==> config.mk <==
export PLATFORM = sky130hd
export DESIGN_NAME = garo_move_mux_flat
export DESIGN_NICKNAME = d
export VERILOG_FILES = /design/src/rtl/garo_move_mux_if.sv /design/src/rtl/garo_move_mux.sv /design/src/flat_wrapper.sv
export SDC_FILE = /design/constraint.sdc
export NUM_CORES = 1
export LEC_CHECK = 0
export ABC_AREA = 1
export BUFFER_PORTS_ARGS = -buffer_cell sky130_fd_sc_hd__buf_4
export CORE_MARGIN = 2
export CORE_UTILIZATION = 50
export DETAILED_ROUTE_END_ITERATION = 10
export GPL_TIMING_DRIVEN = 0
export PLACE_DENSITY = 0.65
export SLEW_MARGIN = 40
export SYNTH_ARGS = -nofsm -noshare
export SYNTH_HDL_FRONTEND = slang
export SYNTH_SLANG_ARGS = --single-unit
==> constraint.sdc <==
create_clock -name clk -period 2.22 [get_ports clk]
set_input_delay 0.666 -clock clk [delete_from_list [all_inputs] [get_ports clk]]
set_output_delay 0.666 -clock clk [all_outputs]
set_load 0.05 [all_outputs]
==> src/rtl/garo_move_mux_if.sv <==
// Bundles the stop control, move code and the random/damage/accuracy results
// between the battle controller (master) and garo_move_mux (slave).
interface garo_move_mux_if #(
    parameter int RNG_BITS = 6
);
    logic                stop;
    logic [1:0]          pl_move;
    logic [RNG_BITS-1:0] random;
    logic [3:0]          dmg;
    logic [3:0]          accu;

    modport master (output stop, pl_move, input random, dmg, accu);
    modport slave  (input stop, pl_move, output random, dmg, accu);
endinterface

==> src/rtl/garo_move_mux.sv <==
// Bank of Galois-LFSR random lanes plus the move damage/accuracy table.
// Optional macro MOVE_REG_EN registers dmg/accu (1-cycle latency, reset to 0).
module garo_move_mux #(
    parameter int          RNG_BITS = 6,
    parameter logic [15:0] SEED     = 16'hACE1
) (
    input logic            clk,
    input logic            rst,
    garo_move_mux_if.slave bus
);

    // An all-zero LFSR would lock up, so a zero seed falls back to 1.
    localparam logic [15:0] SEED_EFF = (SEED == 16'h0000) ? 16'h0001 : SEED;

    logic [15:0] lane_q [RNG_BITS];
    logic [15:0] lane_d [RNG_BITS];

    function automatic logic [15:0] rotl16(input logic [15:0] v, input int n);
        rotl16 = (v << n) | (v >> (16 - n));
    endfunction

    // Galois form of x^16+x^14+x^13+x^11+1.
    function automatic logic [15:0] lfsr_step(input logic [15:0] s);
        lfsr_step = s[0] ? ((s >> 1) ^ 16'hB400) : (s >> 1);
    endfunction

    function automatic logic [7:0] move_lut(input logic [1:0] code);
        case (code)
            2'b00: move_lut = {4'd3,  4'd15};
            2'b01: move_lut = {4'd5,  4'd12};
            2'b10: move_lut = {4'd8,  4'd8};
            2'b11: move_lut = {4'd12, 4'd4};
        endcase
    endfunction

    always_comb begin
        for (int i = 0; i < RNG_BITS; i++) begin
            if (rst) begin
                lane_d[i] = rotl16(SEED_EFF, i);
            end else if (bus.stop) begin
                lane_d[i] = lane_q[i];
            end else begin
                lane_d[i] = lfsr_step(lane_q[i]);
            end
        end
    end

    always_ff @(posedge clk) begin
        lane_q <= lane_d;
    end

    // Lane state is already a register, so its bit 0 is the registered output.
    always_comb begin
        for (int i = 0; i < RNG_BITS; i++) begin
            bus.random[i] = lane_q[i][0];
        end
    end

`ifdef MOVE_REG_EN
    logic [3:0] dmg_q, dmg_d;
    logic [3:0] accu_q, accu_d;

    always_comb begin
        {dmg_d, accu_d} = move_lut(bus.pl_move);
    end

    always_ff @(posedge clk) begin
        if (rst) begin
            dmg_q  <= 4'd0;
            accu_q <= 4'd0;
        end else begin
            dmg_q  <= dmg_d;
            accu_q <= accu_d;
        end
    end

    assign bus.dmg  = dmg_q;
    assign bus.accu = accu_q;
`else
    assign {bus.dmg, bus.accu} = move_lut(bus.pl_move);
`endif

endmodule

==> src/flat_wrapper.sv <==
// flat-port wrapper written by rule: the top's interface ports become plain ports
module garo_move_mux_flat 
#(
    parameter int          RNG_BITS = 6,
    parameter logic [15:0] SEED     = 16'hACE1
)
  (clk, rst, bus_stop, bus_pl_move, bus_random, bus_dmg, bus_accu);
  garo_move_mux_if #(.RNG_BITS(RNG_BITS)) bus_i ();
  input logic clk;
  input logic rst;
  input wire logic [$bits(bus_i.stop)-1:0] bus_stop;
  input wire logic [$bits(bus_i.pl_move)-1:0] bus_pl_move;
  output wire logic [$bits(bus_i.random)-1:0] bus_random;
  output wire logic [$bits(bus_i.dmg)-1:0] bus_dmg;
  output wire logic [$bits(bus_i.accu)-1:0] bus_accu;
  assign bus_i.stop = bus_stop;
  assign bus_i.pl_move = bus_pl_move;
  assign bus_random = bus_i.random;
  assign bus_dmg = bus_i.dmg;
  assign bus_accu = bus_i.accu;
  garo_move_mux #(.RNG_BITS(RNG_BITS), .SEED(SEED)) u_core (.clk(clk), .rst(rst), .bus(bus_i));
endmodule
==> results of run 1 <==
[metal layers]
| layer | part of all wire [%] | GRT usage (%) | vias to the layer above |
|---|---|---|---|
| met3 | 3.7 | 4.023 | 10 |
| li1 | - | - | 1584 |
| met1 | 49 | 26.50 | 1373 |
| met5 | 0 | 0 | - |
| met2 | 46 | 34.09 | 47 |
| met4 | 1.1 | 5.897 | 0 |
[cell type report]
type	instances	area, sq um	share of cell area (%)
Buffer	41	289.0	6.960
Clock buffer	11	141.4	3.405
Clock inverter	3	43.79	1.055
Inverter	35	133.9	3.224
Multi-Input combinational cell	318	1371	33.02
Sequential cell	96	1922	46.28
Tap cell	99	123.9	2.983
Timing Repair Buffer	17	127.6	3.073
[worst min-delay path, delay by kind of cell, from the launching register on]
family	cells	cell delay, ps
DFF	1	330
and+or+nand+nor	2	110
[kinds of logic after synthesis]
logic type	after synthesis	synth area share (%)
and+or+nand+nor	237	25.07
AOI/OAI and AO/OA	81	11.79
buffers and inverters	76	11.39
DFF	96	51.75
[worst paths after layout]
check / slack (ps) / start / end
max reg2reg: 1310 / u_core.bus.random[1]$_SDFFE_PP1N_ / u_core.lane_q[74]$_SDFFE_PP0N_
min reg2reg: 460 / u_core.lane_q[87]$_SDFFE_PP1N_ / u_core.lane_q[86]$_SDFFE_PP1N_
max: 290 / bus_pl_move[0] / bus_accu[2]
min: 460 / u_core.lane_q[87]$_SDFFE_PP1N_ / u_core.lane_q[86]$_SDFFE_PP1N_
[state kept, by name, indices dropped and copies added, names as in the netlist]
register / flops
u_core.lane_q: 90
u_core.bus.random: 6
[synthesized netlist by cell type]
cell / count
inv_1: 33
o21ai_0: 36
o211ai_2: 1
o211ai_1: 10
clkbuf_1: 4
buf_6: 11
a21oi_1: 26
inv_2: 1
nor2_1: 73
or2_2: 1
inv_4: 1
nand3_1: 31
buf_4: 8
nand2_1: 132
buf_2: 14
clkbuf_2: 4
dfxtp_1: 96
o21ai_1: 8
[layout by cell type (no fill, tap or decap)]
cell type / instances
o211ai_1: 10
bufinv_16: 1
clkinv_4: 1
clkbuf_1: 5
nand3_1: 31
clkbuf_8: 10
inv_2: 1
o211ai_2: 1
or2_2: 1
dfxtp_1: 96
o21ai_0: 36
buf_2: 14
clkinv_2: 1
a21oi_1: 26
clkbuf_2: 4
nand2_1: 132
o21ai_1: 8
buf_4: 25
nor2_2: 1
buf_6: 11
inv_4: 1
nor2_1: 72
inv_1: 33
[report_power, final]
| part | switching (uW) | internal, uW |
|---|---|---|
| combinational | 287 | 170 |
| clock | 570 | 541 |
| sequential | 76.2 | 1850 |
[stage by stage]
| step | util (%) | power [uW] | cell area (sq um) |
|---|---|---|---|
| 2_1_floorplan | - | 2300 | 3716 |
| 3_3_place_gp | 54.99 | 2412 | 3968 |
| 3_5_place_dp | 54.99 | 2424 | 3968 |
| 4_1_cts | 57.56 | 3518 | 4153 |
| 5_1_grt | 57.56 | 3665 | 4153 |
| 6_report | 57.56 | 3496 | 4153 |
==> out/metrics.csv, run 1 <==
stage,metric,value,unit
pwr,Peak VDD IR,440.9,uV
routing,initial drt markers,169,
sta,hold_ws,458.2,ps
pwr,pwr dens,841.9,mW/mm^2
yosys,post-synth top area share,51.75,%
routing,first drt pass iteration count,4,
global_route,Total Routing Usage GR,20.26,%
sta,period utilization,86.87,%
sta,setup TNS,0,ps
job,MaxCap Viol Count,0,
yosys,Synth cell types,18,
routing,vias per cell,4.861,
worst_hold_path,min-delay worst type,reg -> reg,
setup_path,"most used cell, CP",buf_4,
cts,postcts setup bufs,0,
cts,"Reg clk slew, reported paths",90,ps
setup_path,CP peak stage delay,280,ps
yosys,Gate Count Post-Synth,490,
setup_path,cell depth of the worst setup path,3,
die,initial core utilization,51.47,%
yosys,#FFs+latches synth,96,
die,Die Y,90.18,microns
yosys,YS warnings,0,
setup_path,CP bufs+invs,2,
die,Core Box Area,0.007214,sq mm
worst_hold_path,worst hold stages,2,
sta,worst slew pin tran,572.1,ps
yosys,Syn Nets,495,
cells_and_area,# fillers,690,
pwr,leakage,0.002017,uW
cts,CTS Hold Buffers Added,0,
cells_and_area,share of cells above drive strength 1,13.82,%
setup_path,Critical-path top delay cell,or2_2,
global_route,largest net degree at the start of global routing,15,
cells_and_area,ANT cells,0,
yosys,cell area after synthesis,0.003714,sq mm
sta,fin worst setup slack,291.4,ps
cts,H-tree levels,3,
outcome,run status,"finished, final reports clean",
setup_path,CP top delay family,buffers and inverters,
global_route,first-pass GRT wire length,13310,microns
sta,max-slew violations,0,
die,row cnt,31,
setup_path,Crit Path Category,in -> out,
setup_path,R2R depth,5,
global_route,total grt overflow,0,
yosys,Avg Inst Size Synth,7.579,sq um
cts,worst-case clock buffer depth,2,
die,Ports,19,
cells_and_area,Layout Nets,523,
sta,Max Clock Skew,12.36,ps
sta,slew margin rel.,61.86,%
placed_design,dpl ws,291.3,ps
sta,Setup-failing EPs final,0,
placed_design,dpl cells,606,
yosys,"area leader, netlist",dfxtp_1,
sta,Fin. Hold Viols,0,
placed_design,number of port buffers,17,
routing,via count,3014,
setup_path,CP startpoint kind,input pin,
routing,post-DR wirelength/cell,12.93,microns
global_route,vias in the first global route,2783,
yosys,top post-synthesis cells by area,"dfxtp_1, nand2_1, nor2_1",
cts,clock tree sinks,96,
setup_path,Critical Path AT,1260,ps
sta,RSZ-0062 raised after global routing,false,
setup_path,Critical Path RT,1550,ps
placed_design,GP Congestion,0.8071,
cts,clock latency at the later pin of the worst-skew pair,360,ps
routing,drt total wl,8018,microns
cts,CTS tree,built,
setup_path,crit-path cells,buf_4 -> or2_2 -> buf_4,
cells_and_area,"Cell Count, Final, Fillers Out",620,
sta,fin crit period,1929,ps
routing,DRT antenna net count,0,
placed_design,HPWL Detailed,5324,microns
die,Die ar.,0.008132,sq mm
die,die boundary width,90.18,microns
yosys,post-synthesis sequential area ratio,51.75,%
sta,Max Fclk,518.5,MHz
routing,DRC errors left,0,
cts,Root Driver,clkbuf_8,
cells_and_area,Layout area overhead,11.83,%
cts,PostCTS Resize Cnt,0,
cts,number of CTS-inserted buffers,9,
setup_path,critical path endpoint category,output port,
global_route,initial antenna violation count,0,
setup_path,Crit Path Max Fanout,4,
(Power assumes the default switching activity.)
==> run 2, diff against run 1 <==
==> constraint.sdc (replaced) <==
create_clock -name clk -period 2.22 [get_ports clk]
set_input_delay 0 -clock clk [delete_from_list [all_inputs] [get_ports clk]]
set_output_delay 0 -clock clk [all_outputs]
set_load 0.05 [all_outputs]
==> run 2 against run 1 <==
Compared with the run above: routed wire length down 0.42%; critical path type is now in -> reg; largest power group unchanged; fmax up 63%; final cell count unchanged; sequential share of layout area up 0.20 points.
==> out/metrics.csv, run 2 (same netlist as run 1, synthesis figures left out) <==
stage,metric,value,unit
die,row cnt,31,
die,Ports,19,
setup_path,critical path endpoint category,flop,
global_route,total grt overflow,0,
global_route,M1 GR Usage,28.24,%
routing,drt total wl,7984,microns
cells_and_area,Final Cell Area,0.004135,sq mm
setup_path,Crit Path Category,in -> reg,
global_route,first-pass GRT wire length,13750,microns
worst_hold_path,min-delay worst type,in -> reg,
placed_design,HPWL Detailed,5288,microns
cts,worst-case clock buffer depth,2,
routing,via count,3057,
cells_and_area,"commonest non-fill, non-tap cell in the layout",nand2_1,
cts,CTS tree,built,
cts,Root Driver,clkbuf_8,
cells_and_area,Layout area overhead,11.35,%
sta,Max Fclk,843.3,MHz
cells_and_area,max reg flops,90,
routing,DRC errors left,0,
routing,initial drt markers,157,
die,die boundary width,90.18,microns
sta,slew margin rel.,63.42,%
pwr,Peak VDD IR,373.9,uV
setup_path,Critical Path RT,2510,ps
sta,Setup-failing EPs final,0,
cts,number of CTS-inserted buffers,9,
job,MaxCap Viol Count,0,
cts,H-tree levels,3,
cells_and_area,Layout Nets,524,
sta,fin crit period,1186,ps
cells_and_area,share of cells above drive strength 1,13.44,%
global_route,met2 Use GR,33.58,%
setup_path,Critical-path top delay cell,dlygate4sd3_1,
cts,"Reg clk slew, reported paths",80,ps
routing,post-DR wirelength/cell,12.88,microns
die,Die Y,90.18,microns
sta,period utilization,53.42,%
cells_and_area,Finished Core Util,57.32,%
placed_design,GP Congestion,0.8050,
placed_design,number of port buffers,17,
setup_path,CP peak stage delay,530,ps
placed_design,dpl cell area,0.003965,sq mm
cells_and_area,ANT cells,0,
cells_and_area,most frequent cells in the layout,"nand2_1, dfxtp_1, nor2_1, o21ai_0, inv_1",
die,Die ar.,0.008132,sq mm
global_route,vias in the first global route,2879,
global_route,met3 Use GR,3.018,%
sta,worst slew pin tran,548.7,ps
pwr,pwr dens,821.1,mW/mm^2
sta,max-slew violations,0,
die,initial core utilization,51.47,%
setup_path,Crit Path Max Fanout,10,
cts,clock tree sinks,96,
setup_path,Critical Path AT,1480,ps
die,Core Box Area,0.007214,sq mm
sta,Max Clock Skew,4.238,ps
cts,clock latency at the later pin of the worst-skew pair,360,ps
setup_path,CP startpoint kind,input pin,
sta,hold_ws,90.36,ps
sta,setup TNS,0,ps
sta,Fin. Hold Viols,0,
sta,RSZ-0062 raised after global routing,false,
cells_and_area,Biggest register,u_core.lane_q,
global_route,largest net degree at the start of global routing,14,
routing,DRT antenna net count,0,
routing,vias per cell,4.931,
global_route,initial antenna violation count,0,
cells_and_area,# fillers,691,
global_route,"Most Used Layer, Global Route",met2,
outcome,run status,"finished, final reports clean",
pwr,leakage,0.002010,uW
setup_path,crit-path cells,dlygate4sd3_1 -> buf_4 -> inv_2 -> clkbuf_1 -> o21ai_0 -> a21oi_1,
routing,first drt pass iteration count,4,
cts,PostCTS Resize Cnt,0,
global_route,Total Routing Usage GR,21.18,%
run 2: area by class of cell:
class | count | area [sq um] | area share [%]
sequential | 96 | 1922 | 46.47
multi-input combinational | 318 | 1369 | 33.10
buffer | 41 | 289.0 | 6.989
clock buffer | 12 | 155.1 | 3.752
timing repair buffer | 18 | 137.6 | 3.328
inverter | 35 | 133.9 | 3.238
tap | 99 | 123.9 | 2.995
clock inverter | 1 | 5.005 | 0.1210
run 2: stage by stage:
stage	setup slack, ps	std cells	total power, uW
2_1_floorplan	1168	490	2299
3_3_place_gp	1232	606	2413
3_5_place_dp	1218	606	2425
4_1_cts	1035	620	3419
5_1_grt	927.5	620	3556
6_report	1034	620	3396
run 2: where the power goes:
part           switching (uW)  internal (uW)  total, uW
sequential               74.3           1850       1930
combinational             287            171        458
clock                     561            449       1010
run 2: metal layers:
metal | share of wire (%) | up-vias
met4 | 2.8 | 0
li1 | - | 1591
met1 | 49 | 1399
met3 | 3.7 | 17
met2 | 44 | 50
met5 | 0 | -
run 2: what timing repair did:
| item | CTS | global route |
|---|---|---|
| hold buffers | 1 | 0 |
| hold endpoints to repair | 2 | 0 |
| setup buffers | 0 | 0 |
run 2: worst paths after layout:
path / depth (start not counted) / end / slack (ps) / start
worst max register to register: 5 / u_core.lane_q[13]$_SDFFE_PP0N_ / 1310 / u_core.bus.random[5]$_SDFFE_PP1N_
worst max-delay path: 6 / u_core.bus.random[4]$_SDFFE_PP0N_ / 1030 / rst
worst min register to register: 2 / u_core.lane_q[35]$_SDFFE_PP1N_ / 460 / u_core.lane_q[36]$_SDFFE_PP0N_
worst min-delay path: 5 / u_core.lane_q[29]$_SDFFE_PP0N_ / 90 / bus_stop
run 2: worst max-delay path, delay by kind of cell:
| family | cells | cell delay, ps |
|---|---|---|
| compound gates | 2 | 350 |
| buf+inv | 4 | 1110 |
==> run 3, diff against run 2 <==
clock period = 1.23 ns   (was 2.22 ns; I/O delays follow)
==> run 3 against run 2 <==
Compared with the run above: via count grew 0.33%; worst hold slack lost 2.5 ps; power grew 81%; register-to-register slack lost 1000 ps; setup slack lost 920 ps; final cell count is the same; sequential cell count is the same.
==> out/metrics.csv, run 3 (same netlist as run 1, synthesis figures left out) <==
stage,metric,value,unit
die,Die Y,90.18,microns
routing,via count,3067,
pwr,portion of total power attributed to the clock network,29.8,%
sta,period utilization,90.46,%
pwr,sequential power share,56.7,%
cells_and_area,max reg flops,90,
sta,worst slew pin tran,546.4,ps
sta,Fin. Hold Viols,0,
cells_and_area,"commonest non-fill, non-tap cell in the layout",nand2_1,
cells_and_area,Finished Core Util,57.34,%
routing,vias per cell,4.947,
cells_and_area,"Cell Count, Final, Fillers Out",620,
placed_design,dpl cells,606,
sta,slew margin rel.,63.58,%
cts,clock latency at the later pin of the worst-skew pair,360,ps
placed_design,dpl ws,227.8,ps
global_route,vias in the first global route,2879,
cells_and_area,Layout area overhead,11.39,%
die,Ports,19,
die,initial core utilization,51.47,%
pwr,sw frac,27.18,%
setup_path,CP peak stage delay,430,ps
pwr,pwr dens,1482,mW/mm^2
global_route,total grt overflow,0,
cells_and_area,# fillers,694,
cells_and_area,Reg area,0.001922,sq mm
cts,worst-case clock buffer depth,2,
pwr,leakage,0.002013,uW
pwr,combinational power share,13.5,%
die,row cnt,31,
pwr,Switch Pwr,1666,uW
job,MaxCap Viol Count,0,
cells_and_area,most frequent cells in the layout,"nand2_1, dfxtp_1, nor2_1, o21ai_0, inv_1",
routing,DRC errors left,0,
sta,hold_ws,87.88,ps
placed_design,number of port buffers,17,
setup_path,Critical-path top delay cell,dfxtp_1,
cts,Root Driver,clkbuf_8,
cts,"Reg clk slew, reported paths",80,ps
global_route,initial antenna violation count,0,
global_route,largest net degree at the start of global routing,14,
placed_design,GP Congestion,0.8050,
routing,DRT antenna net count,0,
die,Core Box Area,0.007214,sq mm
setup_path,"most used cell, CP",buf_4,
cells_and_area,ANT cells,0,
cts,postcts setup bufs,0,
sta,max-slew violations,0,
cts,H-tree levels,3,
setup_path,Crit Path Category,reg -> out,
sta,fin worst setup slack,117.4,ps
setup_path,CP startpoint kind,flop,
worst_hold_path,min-delay worst type,in -> reg,
global_route,Total Routing Usage GR,21.18,%
cts,clock tree sinks,96,
cts,number of CTS-inserted buffers,9,
cells_and_area,Multi-input gate area,0.001369,sq mm
sta,RSZ-0062 raised after global routing,false,
sta,Max Fclk,898.8,MHz
routing,first drt pass iteration count,4,
routing,post-DR wirelength/cell,12.90,microns
cts,CTS tree,built,
sta,Max Clock Skew,4.386,ps
placed_design,HPWL Detailed,5288,microns
sta,setup TNS,0,ps
setup_path,Crit Path Max Fanout,5,
sta,fin crit period,1113,ps
sta,Setup-failing EPs final,0,
routing,initial drt markers,158,
setup_path,critical path endpoint category,output port,
setup_path,Critical Path RT,1230,ps
pwr,Int Pwr,4464,uW
pwr,Peak VDD IR,674.8,uV
cells_and_area,Biggest register,u_core.lane_q,
die,die boundary width,90.18,microns
die,Die ar.,0.008132,sq mm
routing,drt total wl,7995,microns
setup_path,crit-path cells,buf_4 -> buf_4,
cells_and_area,share of cells above drive strength 1,13.63,%
global_route,first-pass GRT wire length,13750,microns
setup_path,Critical Path AT,1110,ps
outcome,run status,"finished, final reports clean",
cells_and_area,Layout Nets,524,
[run 3: changes by cell type in the layout (fill, tap and decap cells not counted)]
cell / delta
clkbuf_1: -1
clkbuf_2: +1
[run 3: path summary, 6_finish.rpt]
| path | start | depth (start not counted) | to | slack, ps |
|---|---|---|---|---|
| max | u_core.bus.random[5]$_SDFFE_PP1N_ | 2 | bus_random[5] | 120 |
| min | bus_stop | 5 | u_core.lane_q[29]$_SDFFE_PP0N_ | 90 |
| max reg2reg | u_core.bus.random[5]$_SDFFE_PP1N_ | 5 | u_core.lane_q[13]$_SDFFE_PP0N_ | 310 |
| min reg2reg | u_core.lane_q[36]$_SDFFE_PP0N_ | 2 | u_core.lane_q[35]$_SDFFE_PP1N_ | 460 |
[run 3: critical path, delay by kind of cell, from the launching register on]
kind     cells  cell delay [ps]
flops        1              430
buf+inv      2              320
[run 3: area by class of cell]
| class | count | share of cell area (%) |
|---|---|---|
| tap | 99 | 2.995 |
| multi-input combinational | 318 | 33.09 |
| buffer | 41 | 7.018 |
| clock buffer | 12 | 3.751 |
| clock inverter | 1 | 0.1210 |
| inverter | 35 | 3.237 |
| timing repair buffer | 18 | 3.327 |
| sequential | 96 | 46.46 |
[run 3: through the flow]
stage / total power, uW / area (sq um)
after floorplan: 4150 / 3714
after global placement: 4355 / 3965
after detailed placement: 4376 / 3965
after CTS: 6171 / 4135
after global routing: 6419 / 4136
final: 6130 / 4136
[run 3: routing by layer]
metal,share of wire (%),global-route usage [%]
met4,2.8,10.90
met2,44,33.58
met3,4.1,3.018
met1,49,28.24
met5,0,0
[run 3: power by group through the flow]
stage / combinational, uW / clock [uW] / sequential [uW]
6_report: 829 / 1830 / 3480
5_1_grt: 942 / 1970 / 3510
4_1_cts: 834 / 1860 / 3480
2_1_floorplan: 641 / 0 / 3510
3_5_place_dp: 828 / 0 / 3550
3_3_place_gp: 812 / 0 / 3540
[run 3: what timing repair did]
action,CTS,global route
resized for setup,0,2
endpoints found under the hold margin,2,0
setup endpoints to repair,0,6
hold buffers,1,0
